File: src/rtl/instr_sequencer_if.sv
// Signal bundle between the instruction sequencer and its neighbours
// (instruction memory, ALU branch unit, data memory, register file).
interface instr_sequencer_if #(
  parameter int PC_W  = 10,
  parameter int CNT_W = 16
);
  // Handshakes: instr is taken only in a cycle where imem_valid=1 while fetching;
  // dmem_req (with dmem_we) holds steady until a cycle with dmem_ready=1 completes it.
  logic             start;
  logic [8:0]       instr;
  logic             imem_valid;
  logic             dmem_ready;
  logic             br_taken;
  logic [PC_W-1:0]  br_target;
  logic [PC_W-1:0]  pc;
  logic [8:0]       ir;
  logic             ir_load;
  logic             alu_en;
  logic             dmem_req;
  logic             dmem_we;
  logic             reg_we;
  logic             done;
  logic [CNT_W-1:0] retired;
  logic [2:0]       state;

  modport master (
    output start, instr, imem_valid, dmem_ready, br_taken, br_target,
    input  pc, ir, ir_load, alu_en, dmem_req, dmem_we, reg_we, done, retired, state
  );

  modport slave (
    input  start, instr, imem_valid, dmem_ready, br_taken, br_target,
    output pc, ir, ir_load, alu_en, dmem_req, dmem_we, reg_we, done, retired, state
  );
endinterface

File: src/rtl/instr_sequencer.sv
// Multi-cycle FETCH/DECODE/EXEC/MEM/WB sequencer for the 9-bit core: owns PC, IR and
// the retired-instruction counter, and decodes per-cycle enables from the current state.
module instr_sequencer #(
  parameter int              PC_W      = 10,
  parameter logic [PC_W-1:0] RESET_PC  = '0,
  parameter logic [8:0]      HALT_INSN = 9'h1FF,
  parameter int              CNT_W     = 16
) (
  input logic          clk,
  input logic          rst_n,
  instr_sequencer_if.slave bus
);
  typedef enum logic [2:0] {
    S_IDLE   = 3'd0,
    S_FETCH  = 3'd1,
    S_DECODE = 3'd2,
    S_EXEC   = 3'd3,
    S_MEM    = 3'd4,
    S_WB     = 3'd5,
    S_HALT   = 3'd6
  } state_t;

  localparam logic [1:0]       T_M     = 2'b01;
  localparam logic [1:0]       T_B     = 2'b10;
  localparam logic [CNT_W-1:0] CNT_MAX = '1;

  state_t           state_q, state_d;
  logic [PC_W-1:0]  pc_q, pc_d;
  logic [8:0]       ir_q;
  logic [CNT_W-1:0] retired_q;
  logic             ir_load, alu_en, dmem_req, reg_we, done;
  logic             pc_load, retire, restart;

  always_comb begin
    state_d  = state_q;
    pc_d     = pc_q + 1'b1;
    pc_load  = 1'b0;
    retire   = 1'b0;
    restart  = 1'b0;
    ir_load  = 1'b0;
    alu_en   = 1'b0;
    dmem_req = 1'b0;
    reg_we   = 1'b0;
    done     = 1'b0;
    case (state_q)
      S_IDLE: begin
        if (bus.start) state_d = S_FETCH;
      end
      S_FETCH: begin
        if (bus.imem_valid) begin
          ir_load = 1'b1;
          state_d = S_DECODE;
        end
      end
      S_DECODE: begin
        state_d = (ir_q == HALT_INSN) ? S_HALT : S_EXEC;
      end
      S_EXEC: begin
        alu_en = 1'b1;
        case (ir_q[8:7])
          T_M: state_d = S_MEM;
          T_B: begin
            // Branches finish here: no memory or writeback phase.
            state_d = S_FETCH;
            pc_load = 1'b1;
            retire  = 1'b1;
            if (bus.br_taken) pc_d = bus.br_target;
          end
          default: state_d = S_WB;
        endcase
      end
      S_MEM: begin
        dmem_req = 1'b1;
        if (bus.dmem_ready) begin
          if (ir_q[6]) begin
            state_d = S_FETCH;
            pc_load = 1'b1;
            retire  = 1'b1;
          end else begin
            state_d = S_WB;
          end
        end
      end
      S_WB: begin
        reg_we  = 1'b1;
        pc_load = 1'b1;
        retire  = 1'b1;
        state_d = S_FETCH;
      end
      S_HALT: begin
        done = 1'b1;
        if (bus.start) begin
          state_d = S_FETCH;
          pc_d    = RESET_PC;
          pc_load = 1'b1;
          restart = 1'b1;
        end
      end
      default: state_d = S_IDLE;
    endcase
  end

  always_ff @(posedge clk or negedge rst_n) begin
    if (!rst_n) begin
      state_q   <= S_IDLE;
      pc_q      <= RESET_PC;
      ir_q      <= '0;
      retired_q <= '0;
    end else begin
      state_q <= state_d;
      if (pc_load) pc_q <= pc_d;
      if (ir_load) ir_q <= bus.instr;
      if (restart) begin
        retired_q <= '0;
      end else if (retire && (retired_q != CNT_MAX)) begin
        retired_q <= retired_q + 1'b1;
      end
    end
  end

  assign bus.pc       = pc_q;
  assign bus.ir       = ir_q;
  assign bus.ir_load  = ir_load;
  assign bus.alu_en   = alu_en;
  assign bus.dmem_req = dmem_req;
  assign bus.dmem_we  = dmem_req & ir_q[6];
  assign bus.reg_we   = reg_we;
  assign bus.done     = done;
  assign bus.retired  = retired_q;
  assign bus.state    = state_q;
endmodule

File: src/flat_wrapper.sv
// flat-port wrapper written by rule: the top's interface ports become plain ports
module instr_sequencer_flat 
#(
  parameter int              PC_W      = 10,
  parameter logic [PC_W-1:0] RESET_PC  = '0,
  parameter logic [8:0]      HALT_INSN = 9'h1FF,
  parameter int              CNT_W     = 16
)
  (clk, rst_n, bus_start, bus_instr, bus_imem_valid, bus_dmem_ready, bus_br_taken, bus_br_target, bus_pc, bus_ir, bus_ir_load, bus_alu_en, bus_dmem_req, bus_dmem_we, bus_reg_we, bus_done, bus_retired, bus_state);
  instr_sequencer_if #(.PC_W(PC_W), .CNT_W(CNT_W)) bus_i ();
  input logic clk;
  input logic rst_n;
  input wire logic [$bits(bus_i.start)-1:0] bus_start;
  input wire logic [$bits(bus_i.instr)-1:0] bus_instr;
  input wire logic [$bits(bus_i.imem_valid)-1:0] bus_imem_valid;
  input wire logic [$bits(bus_i.dmem_ready)-1:0] bus_dmem_ready;
  input wire logic [$bits(bus_i.br_taken)-1:0] bus_br_taken;
  input wire logic [$bits(bus_i.br_target)-1:0] bus_br_target;
  output wire logic [$bits(bus_i.pc)-1:0] bus_pc;
  output wire logic [$bits(bus_i.ir)-1:0] bus_ir;
  output wire logic [$bits(bus_i.ir_load)-1:0] bus_ir_load;
  output wire logic [$bits(bus_i.alu_en)-1:0] bus_alu_en;
  output wire logic [$bits(bus_i.dmem_req)-1:0] bus_dmem_req;
  output wire logic [$bits(bus_i.dmem_we)-1:0] bus_dmem_we;
  output wire logic [$bits(bus_i.reg_we)-1:0] bus_reg_we;
  output wire logic [$bits(bus_i.done)-1:0] bus_done;
  output wire logic [$bits(bus_i.retired)-1:0] bus_retired;
  output wire logic [$bits(bus_i.state)-1:0] bus_state;
  assign bus_i.start = bus_start;
  assign bus_i.instr = bus_instr;
  assign bus_i.imem_valid = bus_imem_valid;
  assign bus_i.dmem_ready = bus_dmem_ready;
  assign bus_i.br_taken = bus_br_taken;
  assign bus_i.br_target = bus_br_target;
  assign bus_pc = bus_i.pc;
  assign bus_ir = bus_i.ir;
  assign bus_ir_load = bus_i.ir_load;
  assign bus_alu_en = bus_i.alu_en;
  assign bus_dmem_req = bus_i.dmem_req;
  assign bus_dmem_we = bus_i.dmem_we;
  assign bus_reg_we = bus_i.reg_we;
  assign bus_done = bus_i.done;
  assign bus_retired = bus_i.retired;
  assign bus_state = bus_i.state;
  instr_sequencer #(.PC_W(PC_W), .RESET_PC(RESET_PC), .HALT_INSN(HALT_INSN), .CNT_W(CNT_W)) u_core (.clk(clk), .rst_n(rst_n), .bus(bus_i));
endmodule
File: config.mk
export PLATFORM = sky130hd
export DESIGN_NAME = instr_sequencer_flat
export DESIGN_NICKNAME = d
export VERILOG_FILES = /design/src/rtl/instr_sequencer_if.sv /design/src/rtl/instr_sequencer.sv /design/src/flat_wrapper.sv
export SDC_FILE = /design/constraint.sdc
export NUM_CORES = 1
export LEC_CHECK = 0
export ABC_AREA = 1
export ABC_CLOCK_PERIOD_IN_PS = 2100
export CAP_MARGIN = 20
export CORE_MARGIN = 2
export CORE_UTILIZATION = 35
export CTS_CLUSTER_SIZE = 40
export DETAILED_ROUTE_END_ITERATION = 8
export SETUP_SLACK_MARGIN = 0.15
export SLEW_MARGIN = 20
export SYNTH_ARGS = -nofsm -noshare
export SYNTH_HDL_FRONTEND = slang
export SYNTH_SLANG_ARGS = --single-unit
File: constraint.sdc
create_clock -name clk -period 2.1 [get_ports clk]
set_input_delay 0.21 -clock clk [delete_from_list [all_inputs] [get_ports clk]]
set_output_delay 0.21 -clock clk [all_outputs]
set_load 0.02 [all_outputs]
==> results of run 1 <==
metal layers:
metal | vias up | track usage, % | wire [um]
met5 | - | 0 | 0
met4 | 0 | 5.372 | 45
met3 | 2 | 4.198 | 364
met2 | 64 | 27.61 | 2886
met1 | 1111 | 24.37 | 3229
li1 | 1320 | - | -
registers in the layout, summed over array words and instances, names as in the netlist:
signal / flops
u_core.bus.state: 3
u_core.bus.pc: 10
u_core.bus.retired: 16
u_core.bus.ir: 9
how the worst min path moves through the flow:
stage | start | cells past startpoint | slack [ns] | to
floorplan | rst_n | 0 | -0.09 | u_core.bus.ir[0]$_DFFE_PN0P_
global placement | rst_n | 1 | 0.26 | u_core.bus.retired[5]$_DFFE_PN0P_
detailed placement | rst_n | 1 | 0.27 | u_core.bus.retired[5]$_DFFE_PN0P_
CTS | bus_instr[3] | 3 | 0.44 | u_core.bus.ir[3]$_DFFE_PN0P_
global route | bus_instr[0] | 3 | 0.47 | u_core.bus.ir[0]$_DFFE_PN0P_
finish | bus_instr[3] | 3 | 0.46 | u_core.bus.ir[3]$_DFFE_PN0P_
cell type report:
type                    count  area share [%]
flip-flops and latches     38           28.37
inverters                  34           3.793
multi-input cells         288           40.72
clock buffers               7           2.268
repair buffers             73           21.27
well taps                  96           3.570
cells in the final DEF, fill, tap and decap left out, types with 3 or more instances in the layout:
master and count:
o21bai_1 3, clkdlybuf4s50_1 61, dfrtp_2 3, nor3_1 3
o21ai_1 5, nand2_1 152, buf_4 4, nor2_2 6
clkbuf_8 5, nand3b_1 3, nor2_1 33, a21oi_1 3
inv_2 6, inv_1 28, xor2_1 4, nand4_1 19
o21ai_0 18, nand2_2 3, dlygate4sd2_1 4, dfrtp_1 35
nand3_1 22
power groups by stage:
stage / sequential (mW) / combinational, mW / clock [mW]
3_3_place_gp: 1.30 / 2.02 / 0
4_1_cts: 1.31 / 2.02 / 0.501
3_5_place_dp: 1.31 / 2.02 / 0
6_report: 1.32 / 2.01 / 0.478
2_1_floorplan: 1.49 / 1.03 / 0
5_1_grt: 1.36 / 2.23 / 0.531
cells by family (layout without fill, tap and decap cells):
group | count (synthesis) | in the layout | share of synthesized area [%]
compound gates | 30 | 30 | 6.502
xor+xnor | 5 | 5 | 1.764
fa+ha+maj | 2 | 2 | 1.008
buf+inv | 40 | 114 | 6.855
flops | 38 | 38 | 38.31
simple gates | 251 | 251 | 45.56
worst max-delay path, delay by kind of cell, from the launching register on:
family | cells | cell delay (ns)
buf+inv | 3 | 0.49
simple gates | 2 | 0.35
flops | 1 | 0.44
stage by stage:
| stage | power, mW | utilization [%] |
|---|---|---|
| floorplan | 2.519 | - |
| global placement | 3.319 | 47.80 |
| detailed placement | 3.330 | 47.80 |
| CTS | 3.830 | 49.08 |
| global route | 4.121 | 49.25 |
| finish | 3.799 | 49.25 |
what timing repair did:
item | 4_1_cts | 5_1_grt
resized for setup | 8 | 3
pin swaps | 1 | 0
endpoints found under the hold margin | 25 | 0
endpoints found under the setup margin | 6 | 3
hold buffers | 1 | 0
==> impl_metrics.csv, run 1 <==
group,metric,value,unit
run_status,status,"completed",
clock_network,numCtsBuffers,5,
timing,max_freq,562.8,MHz
power_and_ir_drop,leakage,1.605,nW
worst_setup_path,path_cells,"inv_2, nor3_4, nand2_2, inv_2, dlygate4sd2_1",
power_and_ir_drop,p_sw,1.762,mW
clock_network,clkLatencyLatePin,0.29,ns
worst_setup_path,rr_startpoint,"u_core.bus.retired[0]$_DFFE_PN0P_",
synth,ys_top_cells_by_count,"nand2_1 (153), dfrtp_1 (38), nor2_1 (33), inv_1 (28), nand3_1 (22)",
grt,antenna_found_initial,0,
power_and_ir_drop,intPower,2.037,mW
clock_network,clk_pin_slew_worst_paths,0.07,ns
synth,yosysSeqAreaShare,38.31,%
place,place_area,0.003266,mm2
synth,ys.warnings.count,0,
drt,drc,0,
synth,ys.flop_type,"dfrtp_1",
grt,grt_max_degree,28,
final_layout,area_growth,35.53,%
drt,wl_per_cell,12.18,um
place,hpwl,4946,um
synth,synth_top_area_cell,"dfrtp_1",
timing,worst_pin_slew,0.6437,ns
timing,post-route-min-period,1.777,ns
place,place_congestion,0.8041,
clock_network,cts-root-buf,"clkbuf_8",
timing,slew_headroom,57.09,%
drt,drtPass1Iterations,4,
timing,rsz0062_at_grt,"false",
final_layout,final_area,0.003364,mm2
grt,track_usage,17.67,%
power_and_ir_drop,p_seq_share,34.6,%
timing,tns,0,ns
synth,syn-num-nets,393,
worst_setup_path,end_kind,"primary output",
floorplanning,die_h,88.22,um
worst_setup_path,r2r_slack,0.38,ns
worst_setup_path,start_kind,"flip-flop",
worst_setup_path,r2r-end,"u_core.bus.retired[10]$_DFFE_PN0P_",
synth,synth_cell_types,27,
power_and_ir_drop,p_sw_share,46.38,%
drt,vias,2497,
worst_setup_path,worstRegToRegCells,9,
job,timing.max_cap.violations,0,
timing,hold_violations,0,
worst_setup_path,required,1.89,ns
final_layout,multi_input_area,0.001370,mm2
place,place_ws,0.2343,ns
drt,postRouteAntennaNets,0,
timing,fin_skew,0.01045,ns
grt,grt_pass1_wl,10870,um
final_layout,antenna-diode-count,0,
worst_setup_path,cpPeakStageDelay,0.44,ns
drt,wirelength,6526,um
worst_setup_path,critical_path.most_common_cell,"inv_2",
power_and_ir_drop,power_density,1129,mW/mm2
grt,grt_overflow,0,
worst_setup_path,crit_end,"bus_ir_load",
synth,syn_inst,366,
final_layout,nets,467,
floorplanning,die_area,0.007782,mm2
grt,grt_pass1_vias,2332,
synth,syn_area_per_cell,6.782,um2
place,io_buffer_count,68,
clock_network,clockBufferDepth,2,
synth,async_flop_share,100.0,%
timing,final.setup.worst_slack,0.3232,ns
worst_setup_path,crit_slowest_cell,"dfrtp_2",
clock_network,cts_max_level,2,
worst_setup_path,worstPathMaxFanout,8,
worst_setup_path,crit_type,"flip-flop to primary output",
timing,slew_violations,0,
final_layout,fillers,711,
clock_network,cts_tree,"yes",
power_and_ir_drop,clkPwrFrac,12.6,%
final_layout,layout-drive-gt1-share,8.864,%
drt,drtIter0Drc,79,
floorplanning,die_w,88.22,um
clock_network,cts_setup_buffers,0,
power_and_ir_drop,p_comb_share,52.8,%
synth,synth_seq_cells,38,
clock_network,clock-sinks,38,
floorplanning,core_area,0.006832,mm2
place,dp.cells,528,
hold_path,min_path_type,"input port to flip-flop",
timing,setup_violations,0,
final_layout,seqCellArea,954.7,um2
power_and_ir_drop,ir_worst_vdd,0.6375,mV
worst_setup_path,arrival,1.57,ns
synth,synth_area_leaders,"dfrtp_1 (38%), nand2_1 (23%), nor2_1 (5.0%)",
timing,worst_hold_slack,0.4558,ns
synth,synth_edf_count,0,
final_layout,fin_cells,536,
timing,fin_crit_sh,84.61,%
synth,syn-cell-area,0.002482,mm2
synth,synth_top_area_share,38.31,%
synth,synth.most_common_cell,"nand2_1",
floorplanning,ios,69,
floorplanning,rows,30,
worst_setup_path,cp-startpoint,"u_core.bus.state[0]$_DFFE_PN0P_",
drt,viasPerCell,4.659,
floorplanning,start_util,36.34,%
(Power assumes the default switching activity.)
==> run 2: changes to the inputs <==
--- a/config.mk
+++ b/config.mk
@@ -6,7 +6,7 @@
 export NUM_CORES = 1
 export LEC_CHECK = 0
 export ABC_AREA = 1
-export ABC_CLOCK_PERIOD_IN_PS = 2100
+export ABC_CLOCK_PERIOD_IN_PS = 1800
 export CAP_MARGIN = 20
 export CORE_MARGIN = 2
 export CORE_UTILIZATION = 35
==> constraint.sdc (replaced) <==
create_clock -name clk -period 1.8 [get_ports clk]
set_input_delay 0.18 -clock clk [delete_from_list [all_inputs] [get_ports clk]]
set_output_delay 0.18 -clock clk [all_outputs]
set_load 0.02 [all_outputs]
==> impl_metrics.csv, run 2 (synthesized netlist as in run 1, its figures left out) <==
group,metric,value,unit
run_status,status,"completed",
power_and_ir_drop,intPower,2.552,mW
grt,antenna_found_initial,0,
timing,rsz0062_at_grt,"true",
place,io_buffer_count,68,
final_layout,layout_commonest_cell,"nand2_1",
timing,fin_skew,0.006057,ns
timing,slew_violations,0,
timing,worst_pin_slew,0.5360,ns
worst_setup_path,cp-startpoint,"u_core.bus.state[0]$_DFFE_PN0P_",
worst_setup_path,worstRegToRegCells,9,
drt,wl_per_cell,12.39,um
grt,grt_max_degree,22,
timing,hold_violations,0,
final_layout,seqCellArea,958.4,um2
power_and_ir_drop,p_sw,2.157,mW
timing,fin_crit_sh,90.42,%
grt,grt_overflow,0,
clock_network,clockBufferDepth,2,
worst_setup_path,start_kind,"flip-flop",
final_layout,fin_util,51.76,%
place,place_ws,0.1020,ns
place,dp.cells,537,
power_and_ir_drop,p_comb_share,56.3,%
drt,viasPerCell,4.771,
floorplanning,start_util,36.34,%
timing,max_freq,614.4,MHz
floorplanning,die_w,88.22,um
grt,grt_use_met3,5.037,%
worst_setup_path,r2r_slack,0.21,ns
power_and_ir_drop,power_density,1332,mW/mm2
power_and_ir_drop,p_seq_share,31.6,%
worst_setup_path,required,1.62,ns
worst_setup_path,crit_type,"flip-flop to primary output",
final_layout,fin_cells,551,
worst_setup_path,rr_startpoint,"u_core.bus.retired[1]$_DFFE_PN0P_",
grt,grt_util_met1,23.16,%
power_and_ir_drop,ir_worst_vdd,0.6509,mV
timing,slew_headroom,64.27,%
final_layout,antenna-diode-count,0,
final_layout,fillers,674,
place,place_area,0.003359,mm2
grt,track_usage,17.84,%
timing,setup_violations,0,
clock_network,clock-sinks,38,
floorplanning,die_area,0.007782,mm2
final_layout,nets,482,
drt,vias,2629,
final_layout,area_growth,42.44,%
clock_network,cts_tree,"yes",
final_layout,final_area,0.003536,mm2
final_layout,multi_input_area,0.001419,mm2
clock_network,cts-root-buf,"clkbuf_8",
timing,tns,0,ns
worst_setup_path,end_kind,"primary output",
worst_setup_path,worstPathMaxFanout,4,
worst_setup_path,arrival,1.45,ns
floorplanning,core_area,0.006832,mm2
place,place_congestion,0.7901,
final_layout,largest_register_ffs,16,
final_layout,layout-drive-gt1-share,14.29,%
worst_setup_path,r2r-end,"u_core.bus.retired[8]$_DFFE_PN0P_",
final_layout,final_cell_mix,"nand2_1 (152), clkdlybuf4s50_1 (59), dfrtp_1 (32)",
grt,grt_use_met2,29.46,%
clock_network,clkLatencyLatePin,0.29,ns
hold_path,min_path_type,"input port to async pin",
place,hpwl,5037,um
floorplanning,rows,30,
power_and_ir_drop,total_power,4.709,mW
power_and_ir_drop,leakage,1.670,nW
floorplanning,die_h,88.22,um
clock_network,numCtsBuffers,5,
floorplanning,ios,69,
power_and_ir_drop,p_sw_share,45.80,%
drt,wirelength,6829,um
drt,drc,0,
grt,busiest_layer,"met2",
timing,worst_hold_slack,0.3938,ns
grt,grt_pass1_wl,10990,um
power_and_ir_drop,clkPwrFrac,12.0,%
drt,drtPass1Iterations,4,
timing,final.setup.worst_slack,0.1724,ns
job,timing.max_cap.violations,0,
timing,post-route-min-period,1.628,ns
drt,drtIter0Drc,102,
drt,postRouteAntennaNets,0,
grt,grt_pass1_vias,2435,
clock_network,cts_max_level,2,
clock_network,clk_pin_slew_worst_paths,0.07,ns
worst_setup_path,crit_end,"bus_ir_load",
-- run 2: cell count changes in the layout (fill, tap and decap cells not counted), sizes merged --
cell	change
buf	+14
clkbuf	+3
clkdlybuf4s15	+2
clkdlybuf4s50	-2
dlygate4sd2	-3
nor2	+1
-- run 2: per-layer routing --
| metal | share of wire (%) | routed length [um] | vias up |
|---|---|---|---|
| li1 | - | - | 1356 |
| met1 | 46 | 3127 | 1184 |
| met2 | 47 | 3181 | 83 |
| met3 | 6.6 | 449 | 6 |
| met4 | 1.1 | 72 | 0 |
| met5 | 0 | 0 | - |
-- run 2: cell type report --
| type | instances | share of cell area, % |
|---|---|---|
| multi-input cells | 289 | 40.13 |
| clock buffers | 7 | 2.159 |
| flip-flops and latches | 38 | 27.11 |
| inverters | 34 | 3.609 |
| repair buffers | 87 | 23.60 |
| well taps | 96 | 3.397 |
-- run 2: what timing repair did --
action | CTS | global route
setup endpoints to repair | 7 | 30
pin swaps | 1 | 11
hold buffers | 1 | 0
setup buffers | 0 | 5
cloned | 0 | 1
resized for setup | 11 | 22
hold endpoints to repair | 20 | 0
-- run 2: power by group through the flow --
stage / clock (mW) / combinational, mW / sequential (mW)
final: 0.566 / 2.65 / 1.49
after CTS: 0.581 / 2.52 / 1.49
after floorplan: 0 / 1.20 / 1.74
after global placement: 0 / 2.51 / 1.49
after global routing: 0.621 / 2.93 / 1.54
after detailed placement: 0 / 2.53 / 1.49
-- run 2: critical path, cell delays in order, from the launching register on --
cell             delay [ns]
dfrtp_1                0.38
inv_2                  0.09
nor3_4                 0.22
nand2_1                0.11
inv_2                  0.07
clkdlybuf4s15_1        0.29
-- run 2: worst min-delay path by stage --
stage / startpoint / to / slack, ns / cells past startpoint
finish: rst_n / u_core.bus.retired[4]$_DFFE_PN0P_ / 0.39 / 2
global route: bus_instr[5] / u_core.bus.ir[5]$_DFFE_PN0P_ / 0.42 / 3
CTS: rst_n / u_core.bus.retired[4]$_DFFE_PN0P_ / 0.41 / 2
detailed placement: rst_n / u_core.bus.retired[4]$_DFFE_PN0P_ / 0.20 / 1
global placement: rst_n / u_core.bus.retired[5]$_DFFE_PN0P_ / 0.19 / 1
floorplan: rst_n / u_core.bus.ir[0]$_DFFE_PN0P_ / -0.12 / 0
